<file path="config.mk">
export PLATFORM = sky130hd
export DESIGN_NAME = julia_iter_ctrl_flat
export DESIGN_NICKNAME = d
export VERILOG_FILES = /design/src/rtl/julia_iter_ctrl_if.sv /design/src/rtl/julia_iter_ctrl.sv /design/src/flat_wrapper.sv
export SDC_FILE = /design/constraint.sdc
export NUM_CORES = 1
export LEC_CHECK = 0
export BUFFER_PORTS_ARGS = -buffer_cell sky130_fd_sc_hd__buf_2
export CORE_UTILIZATION = 50
export DETAILED_ROUTE_END_ITERATION = 10
export HOLD_SLACK_MARGIN = 0.05
export PLACE_DENSITY_LB_ADDON = 0.12
export SYNTH_ARGS = -nofsm -noshare
export SYNTH_HDL_FRONTEND = slang
export SYNTH_SLANG_ARGS = --single-unit
</file>
<file path="constraint.sdc">
create_clock -name clk -period 2.5 [get_ports clk]
set_input_delay 0.5 -clock clk [delete_from_list [all_inputs] [get_ports clk]]
set_output_delay 0.5 -clock clk [all_outputs]
set_load 0.03 [all_outputs]
</file>
<file path="src/rtl/julia_iter_ctrl_if.sv">
// Handshake bundle for the Julia iteration controller:
// pixel request, calculator step and result channels.
interface julia_iter_ctrl_if #(
  parameter int ITER_W = 8
);
  logic                 pix_valid;
  logic                 pix_ready;
  logic signed [31:0]   pix_x0;
  logic signed [31:0]   pix_y0;
  logic signed [31:0]   cr;
  logic signed [31:0]   ci;
  logic                 calc_en;
  logic signed [31:0]   calc_x;
  logic signed [31:0]   calc_y;
  logic signed [31:0]   calc_cr;
  logic signed [31:0]   calc_ci;
  logic                 calc_done;
  logic signed [31:0]   calc_xn;
  logic signed [31:0]   calc_yn;
  logic signed [31:0]   calc_mag;
  logic                 res_valid;
  logic                 res_ready;
  logic [ITER_W-1:0]    res_iter;
  logic                 res_escaped;
  logic                 res_err;

  modport master (
    input  pix_valid, pix_x0, pix_y0, cr, ci,
    input  calc_done, calc_xn, calc_yn, calc_mag,
    input  res_ready,
    output pix_ready, calc_en, calc_x, calc_y,
    output calc_cr, calc_ci,
    output res_valid, res_iter, res_escaped, res_err
  );

  modport slave (
    output pix_valid, pix_x0, pix_y0, cr, ci,
    output calc_done, calc_xn, calc_yn, calc_mag,
    output res_ready,
    input  pix_ready, calc_en, calc_x, calc_y,
    input  calc_cr, calc_ci,
    input  res_valid, res_iter, res_escaped, res_err
  );
endinterface

</file>
<file path="src/rtl/julia_iter_ctrl.sv">
// Per-pixel Julia iteration controller: issues z=z^2+c steps to
// the single-step calculator until escape or MAX_ITER.
// Ports: clk, rst (sync, active-high), bus (julia_iter_ctrl_if.master):
//   pix_* request in, calc_* step handshake, res_* result out.
// Optional macro JL_CALC_TIMEOUT_EN: WAIT watchdog, sets res_err.
`ifndef JL_MUL
`define JL_MUL 1000
`endif

module julia_iter_ctrl #(
  parameter int        MAX_ITER  = 255,
  parameter int        ITER_W    = 8,
  parameter int signed ESC_LIMIT = 4 * `JL_MUL * `JL_MUL,
  parameter int        TIMEOUT   = 1023
) (
  input  logic               clk,
  input  logic               rst,
  julia_iter_ctrl_if.master  bus
);

  localparam logic [ITER_W-1:0] MAX_I = ITER_W'(MAX_ITER);

  typedef enum logic [2:0] {
    S_IDLE, S_ISSUE, S_WAIT, S_EVAL, S_OUT
  } state_t;

  state_t             state;
  logic               pix_ready_q;
  logic               calc_en_q;
  logic signed [31:0] x_q, y_q, cr_q, ci_q;
  logic signed [31:0] xn_q, yn_q, mag_q;
  logic [ITER_W-1:0]  iter_q;
  logic               res_valid_q;
  logic [ITER_W-1:0]  res_iter_q;
  logic               esc_q;
  logic               err_q;
  logic               escape;

  // Negative magnitude means the squares overflowed: escaped.
  assign escape = mag_q[31] || (mag_q > ESC_LIMIT);

`ifdef JL_CALC_TIMEOUT_EN
  localparam int TW = $clog2(TIMEOUT + 1);
  localparam logic [TW-1:0] TO_LAST = TW'(TIMEOUT - 1);
  logic [TW-1:0] wcnt;
`else
  logic unused_timeout;
  assign unused_timeout = (TIMEOUT != 0);
`endif

  always_ff @(posedge clk) begin
    if (rst) begin
      state       <= S_IDLE;
      pix_ready_q <= 1'b1;
      calc_en_q   <= 1'b0;
      x_q         <= '0;
      y_q         <= '0;
      cr_q        <= '0;
      ci_q        <= '0;
      xn_q        <= '0;
      yn_q        <= '0;
      mag_q       <= '0;
      iter_q      <= '0;
      res_valid_q <= 1'b0;
      res_iter_q  <= '0;
      esc_q       <= 1'b0;
      err_q       <= 1'b0;
`ifdef JL_CALC_TIMEOUT_EN
      wcnt        <= '0;
`endif
    end else begin
      unique case (state)
        S_IDLE: begin
          if (bus.pix_valid) begin
            x_q         <= bus.pix_x0;
            y_q         <= bus.pix_y0;
            cr_q        <= bus.cr;
            ci_q        <= bus.ci;
            iter_q      <= '0;
            err_q       <= 1'b0;
            pix_ready_q <= 1'b0;
            calc_en_q   <= 1'b1;
            state       <= S_ISSUE;
          end
        end
        S_ISSUE: begin
`ifdef JL_CALC_TIMEOUT_EN
          wcnt  <= '0;
`endif
          state <= S_WAIT;
        end
        S_WAIT: begin
          if (bus.calc_done) begin
            xn_q      <= bus.calc_xn;
            yn_q      <= bus.calc_yn;
            mag_q     <= bus.calc_mag;
            iter_q    <= (iter_q == MAX_I) ? iter_q
                                           : iter_q + 1'b1;
            calc_en_q <= 1'b0;
            state     <= S_EVAL;
          end
`ifdef JL_CALC_TIMEOUT_EN
          else if (wcnt == TO_LAST) begin
            calc_en_q   <= 1'b0;
            err_q       <= 1'b1;
            esc_q       <= 1'b0;
            res_iter_q  <= iter_q;
            res_valid_q <= 1'b1;
            state       <= S_OUT;
          end else begin
            wcnt <= wcnt + 1'b1;
          end
`endif
        end
        S_EVAL: begin
          if (escape) begin
            esc_q       <= 1'b1;
            res_iter_q  <= iter_q;
            res_valid_q <= 1'b1;
            state       <= S_OUT;
          end else if (iter_q == MAX_I) begin
            esc_q       <= 1'b0;
            res_iter_q  <= iter_q;
            res_valid_q <= 1'b1;
            state       <= S_OUT;
          end else begin
            x_q       <= xn_q;
            y_q       <= yn_q;
            calc_en_q <= 1'b1;
            state     <= S_ISSUE;
          end
        end
        S_OUT: begin
          if (bus.res_ready) begin
            res_valid_q <= 1'b0;
            pix_ready_q <= 1'b1;
            state       <= S_IDLE;
          end
        end
        default: state <= S_IDLE;
      endcase
    end
  end

  assign bus.pix_ready   = pix_ready_q;
  assign bus.calc_en     = calc_en_q;
  assign bus.calc_x      = x_q;
  assign bus.calc_y      = y_q;
  assign bus.calc_cr     = cr_q;
  assign bus.calc_ci     = ci_q;
  assign bus.res_valid   = res_valid_q;
  assign bus.res_iter    = res_iter_q;
  assign bus.res_escaped = esc_q;
  assign bus.res_err     = err_q;

endmodule
</file>
<file path="src/flat_wrapper.sv">
// flat-port wrapper written by rule: the top's interface ports become plain ports
module julia_iter_ctrl_flat 
#(
  parameter int        MAX_ITER  = 255,
  parameter int        ITER_W    = 8,
  parameter int signed ESC_LIMIT = 4 * `JL_MUL * `JL_MUL,
  parameter int        TIMEOUT   = 1023
)
  (clk, rst, bus_pix_valid, bus_pix_x0, bus_pix_y0, bus_cr, bus_ci, bus_calc_done, bus_calc_xn, bus_calc_yn, bus_calc_mag, bus_res_ready, bus_pix_ready, bus_calc_en, bus_calc_x, bus_calc_y, bus_calc_cr, bus_calc_ci, bus_res_valid, bus_res_iter, bus_res_escaped, bus_res_err);
  julia_iter_ctrl_if #(.ITER_W(ITER_W)) bus_i ();
  input  logic clk;
  input  logic rst;
  input wire logic [$bits(bus_i.pix_valid)-1:0] bus_pix_valid;
  input wire logic [$bits(bus_i.pix_x0)-1:0] bus_pix_x0;
  input wire logic [$bits(bus_i.pix_y0)-1:0] bus_pix_y0;
  input wire logic [$bits(bus_i.cr)-1:0] bus_cr;
  input wire logic [$bits(bus_i.ci)-1:0] bus_ci;
  input wire logic [$bits(bus_i.calc_done)-1:0] bus_calc_done;
  input wire logic [$bits(bus_i.calc_xn)-1:0] bus_calc_xn;
  input wire logic [$bits(bus_i.calc_yn)-1:0] bus_calc_yn;
  input wire logic [$bits(bus_i.calc_mag)-1:0] bus_calc_mag;
  input wire logic [$bits(bus_i.res_ready)-1:0] bus_res_ready;
  output wire logic [$bits(bus_i.pix_ready)-1:0] bus_pix_ready;
  output wire logic [$bits(bus_i.calc_en)-1:0] bus_calc_en;
  output wire logic [$bits(bus_i.calc_x)-1:0] bus_calc_x;
  output wire logic [$bits(bus_i.calc_y)-1:0] bus_calc_y;
  output wire logic [$bits(bus_i.calc_cr)-1:0] bus_calc_cr;
  output wire logic [$bits(bus_i.calc_ci)-1:0] bus_calc_ci;
  output wire logic [$bits(bus_i.res_valid)-1:0] bus_res_valid;
  output wire logic [$bits(bus_i.res_iter)-1:0] bus_res_iter;
  output wire logic [$bits(bus_i.res_escaped)-1:0] bus_res_escaped;
  output wire logic [$bits(bus_i.res_err)-1:0] bus_res_err;
  assign bus_i.pix_valid = bus_pix_valid;
  assign bus_i.pix_x0 = bus_pix_x0;
  assign bus_i.pix_y0 = bus_pix_y0;
  assign bus_i.cr = bus_cr;
  assign bus_i.ci = bus_ci;
  assign bus_i.calc_done = bus_calc_done;
  assign bus_i.calc_xn = bus_calc_xn;
  assign bus_i.calc_yn = bus_calc_yn;
  assign bus_i.calc_mag = bus_calc_mag;
  assign bus_i.res_ready = bus_res_ready;
  assign bus_pix_ready = bus_i.pix_ready;
  assign bus_calc_en = bus_i.calc_en;
  assign bus_calc_x = bus_i.calc_x;
  assign bus_calc_y = bus_i.calc_y;
  assign bus_calc_cr = bus_i.calc_cr;
  assign bus_calc_ci = bus_i.calc_ci;
  assign bus_res_valid = bus_i.res_valid;
  assign bus_res_iter = bus_i.res_iter;
  assign bus_res_escaped = bus_i.res_escaped;
  assign bus_res_err = bus_i.res_err;
  julia_iter_ctrl #(.MAX_ITER(MAX_ITER), .ITER_W(ITER_W), .ESC_LIMIT(ESC_LIMIT), .TIMEOUT(TIMEOUT)) u_core (.clk(clk), .rst(rst), .bus(bus_i));
endmodule
</file>
==> summary.log <==
[critical_path] category of the most critical setup path register to register
[placed_design] cell area after placement 12,400 µm²
[layout] fraction of the core area covered by cells at the end of the flow 0.654
[floorplanning] Total Die Area 21,500 µm²
[synth] synthesized netlist net count 1,453
[power_and_ir_drop] pwr dens 910 nW/µm²
[placed_design] count of input and output buffers 368
[routing] 1st-iter DRT viols 439
[power_and_ir_drop] net switching power of the design 4.21 mW
[global_routing] pin count of the biggest net entering global routing 118
[global_routing] vias in the first global route 9,180
[synth] synthesis-stage register bit count 247
[synth] combined area of all synthesized cells 10,500 µm²
[power_and_ir_drop] power share of the sequential group 0.387
[timing] Max transition margin 0.533
[routing] Antenna Nets Post-Route 0
[power_and_ir_drop] Worst VDD drop 0.000665 V
[floorplanning] width of the chip 147 µm
[layout] Nets 1,763
[critical_path] Crit Path Max Fanout 62
[flow_run] max-capacitance violation count 0
[global_routing] Overall Global Routing Usage 0.256
[synth] Ys Warns 0
[synth] Netlist cell types 44
[synth] EDFF count, synth 0
[routing] first-pass iteration count of the detailed router 5
[global_routing] wire length of the first global-routing pass 45,500 µm
[timing] maximum clock skew at final layout 0.00815 ns
[timing] final-report max-slew violation count 0
[cts] clock buffer count from CTS 27
[layout] post-route cell area 13,300 µm²
[critical_path] nature of the critical path startpoint register
[critical_path] Crit. End Element register
[cts] clock-pin slew on the worst setup and hold paths 0.06 ns
[power_and_ir_drop] static leakage 5.55 nW
[power_and_ir_drop] fraction of power consumed by combinational cells 0.286
[power_and_ir_drop] cell-internal power 7.92 mW
[floorplanning] starting density of the core 0.514
[timing] f_max 482 MHz
[timing] final worst slack 0.426 ns
[min_path] class of the most critical hold timing path primary input to register
[synth] sequential fraction of the synthesis area 0.473
[synth] async set or reset register ratio after synthesis 0
[global_routing] overflow left after global routing 0
[floorplanning] Die Span Y 147 µm
[power_and_ir_drop] switching share of power 0.347
[layout] area growth from synthesis to layout 27.3%
[placed_design] Placer Congestion 0.795
[floorplanning] standard cell core area 20,400 µm²
[floorplanning] row count 52
[routing] via density per instance 5.20
[routing] post-detailed-route DRC marker count 0
[critical_path] data arrival time of the critical path 2.46 ns
[cts] CTS tree yes
[power_and_ir_drop] share of power burned in the clock network 0.326
[timing] RSZ-0062 raised after global routing false
[cts] setup fix buffers added after clock tree synthesis 0
[routing] post-detailed-route wirelength per cell 15.5 µm
[synth] prevailing post-synth register cell sky130_fd_sc_hd__dfxtp_1
[run_status] run status finished, final reports clean
[floorplanning] count of boundary I/O pins 370
[cts] CTS HTree Levels 1
[layout] layout cells sized above 1 0.365
[synth] cells after synthesis 1,223
[placed_design] HPWL after detailed placement 18,900 µm
[routing] count of vias placed by the detailed router 9,512
[cts] number of gates resized after CTS 0
[timing] worst-case hold slack 0.208 ns
[cts] total of hold buffers inserted after clock tree synthesis 0
[synth] Mean Syn Cell Area 8.56 µm²
[cts] clock tree root driver cell sky130_fd_sc_hd__clkbuf_16
[cts] clock latency reported for the late side of the worst-skew pair 0.53 ns
[global_routing] number of antenna violations at the first check in global routing 5
[timing] post-route minimum period 2.07 ns
[routing] wire length after detailed routing 28,300 µm
[timing] final cycle utilization of the critical path 0.829
[timing] number of failing hold endpoints at the final stage 0
[cts] CTS Buffer Depth 3
[cts] number of clock sinks 247
[timing] transition time at the pin with the least slew margin 0.700 ns
[critical_path] Crit path required time 2.88 ns
[timing] Final setup viols 0
[placed_design] minimum setup slack after placement 0.427 ns
[timing] total negative slack 0 ns
## through the flow
step	cells	total power, mW
6_report	1829	12.1
5_1_grt	1829	12.7
4_1_cts	1824	12.2
3_5_place_dp	1774	8.26
3_3_place_gp	1774	8.22
2_1_floorplan	1223	7.28
## Yosys cell counts (all sizes together) (2+ instances only)
| library cell | n | area (µm²) |
|---|---|---|
| nor3 | 3 | 20.0 |
| o21ai | 3 | 15.0 |
| nor2 | 21 | 78.8 |
| and3 | 8 | 50.1 |
| nor3b | 3 | 27.5 |
| buf | 38 | 236 |
| a21oi | 172 | 861 |
| dfxtp | 247 | 4940 |
| clkbuf | 68 | 255 |
| a21o | 2 | 15.0 |
| xnor2 | 8 | 70.1 |
| a211o | 2 | 17.5 |
| a2111oi | 3 | 35.0 |
| mux2 | 64 | 721 |
| nand2 | 344 | 1290 |
| nand2b | 2 | 20.0 |
| o311ai | 8 | 70.1 |
| nand4 | 2 | 12.5 |
| nor4 | 6 | 37.5 |
| inv | 68 | 255 |
| a211oi | 132 | 1290 |
| nand3 | 6 | 30.0 |
## cell type report
cell class / instances / area (µm²)
clock inverter: 15 / 164
inverter: 68 / 255
timing repair buffer: 387 / 2080
fill: 1755 / 7040
sequential: 247 / 4940
antenna: 5 / 12.5
clock buffer: 35 / 726
multi-input combinational: 802 / 4800
tap: 270 / 338
## flip-flops by register name (all words and copies together), names as in the netlist, 3 cells and up
| name | cells |
|---|---|
| u_core.bus.calc_ci | 32 |
| u_core.bus.calc_cr | 32 |
| u_core.bus.calc_x | 32 |
| u_core.bus.calc_y | 32 |
| u_core.bus.res_iter | 8 |
| u_core.iter_q | 8 |
| u_core.mag_q | 32 |
| u_core.state | 3 |
| u_core.xn_q | 32 |
| u_core.yn_q | 32 |
## cell families after synthesis
| logic type | synth area share |
|---|---|
| multiplexers | 0.0698 |
| AND/OR/NAND/NOR | 0.154 |
| AO/OA/AOI/OAI | 0.224 |
| buffers and inverters | 0.0714 |
| adder cells (fa/ha/maj) | 0.00120 |
| flip-flops | 0.473 |
| other | 0.000358 |
| XOR/XNOR | 0.00670 |
## worst max-delay path, cell delays in order (launching register included)
cell and delay (ns):
sky130_fd_sc_hd__dfxtp_1 0.31, sky130_fd_sc_hd__nor4_1 0.30, sky130_fd_sc_hd__nand3_1 0.11, sky130_fd_sc_hd__a211o_2 0.38, sky130_fd_sc_hd__buf_4 0.33, sky130_fd_sc_hd__a211oi_1 0.41, sky130_fd_sc_hd__a211oi_2 0.08
## path summary, 6_finish.rpt
kind | cells after the start | startpoint | endpoint | slack, ns
worst max-delay path | 6 | u_core.mag_q[4] | u_core.bus.calc_y[9] | 0.43
worst min-delay path | 3 | bus_calc_xn[7] | u_core.xn_q[7] | 0.21
worst max register to register | 6 | u_core.mag_q[4] | u_core.bus.calc_y[9] | 0.43
worst min register to register | 2 | u_core.bus.calc_ci[20] | u_core.bus.calc_ci[20] | 0.45
## layout by cell type (no fill, tap or decap), types with 21 or more instances in the layout
cell type / count
sky130_fd_sc_hd__buf_2: 367
sky130_fd_sc_hd__nand2_1: 343
sky130_fd_sc_hd__dfxtp_1: 247
sky130_fd_sc_hd__a21oi_1: 172
sky130_fd_sc_hd__a211oi_1: 72
sky130_fd_sc_hd__inv_1: 68
sky130_fd_sc_hd__mux2_2: 64
sky130_fd_sc_hd__a211oi_2: 60
sky130_fd_sc_hd__clkbuf_16: 27
sky130_fd_sc_hd__nor2_1: 21
## power by group through the flow
stage	Combinational [mW]	Sequential [mW]	Clock, mW
finish	3.47	4.70	3.96
floorplan	1.81	5.47	0
global placement	3.46	4.76	0
global route	3.74	4.76	4.23
detailed placement	3.48	4.78	0
CTS	3.50	4.70	4.03
## per-layer routing
| layer | track usage | part of all wire | vias up |
|---|---|---|---|
| met3 | 0.0553 | 0.072 | 61 |
| met4 | 0.109 | 0.035 | 0 |
| met2 | 0.429 | 0.48 | 320 |
| li1 | - | - | 4763 |
| met5 | 0 | 0 | - |
| met1 | 0.316 | 0.41 | 4368 |
No activity file was read; power rests on OpenSTA's default activity.
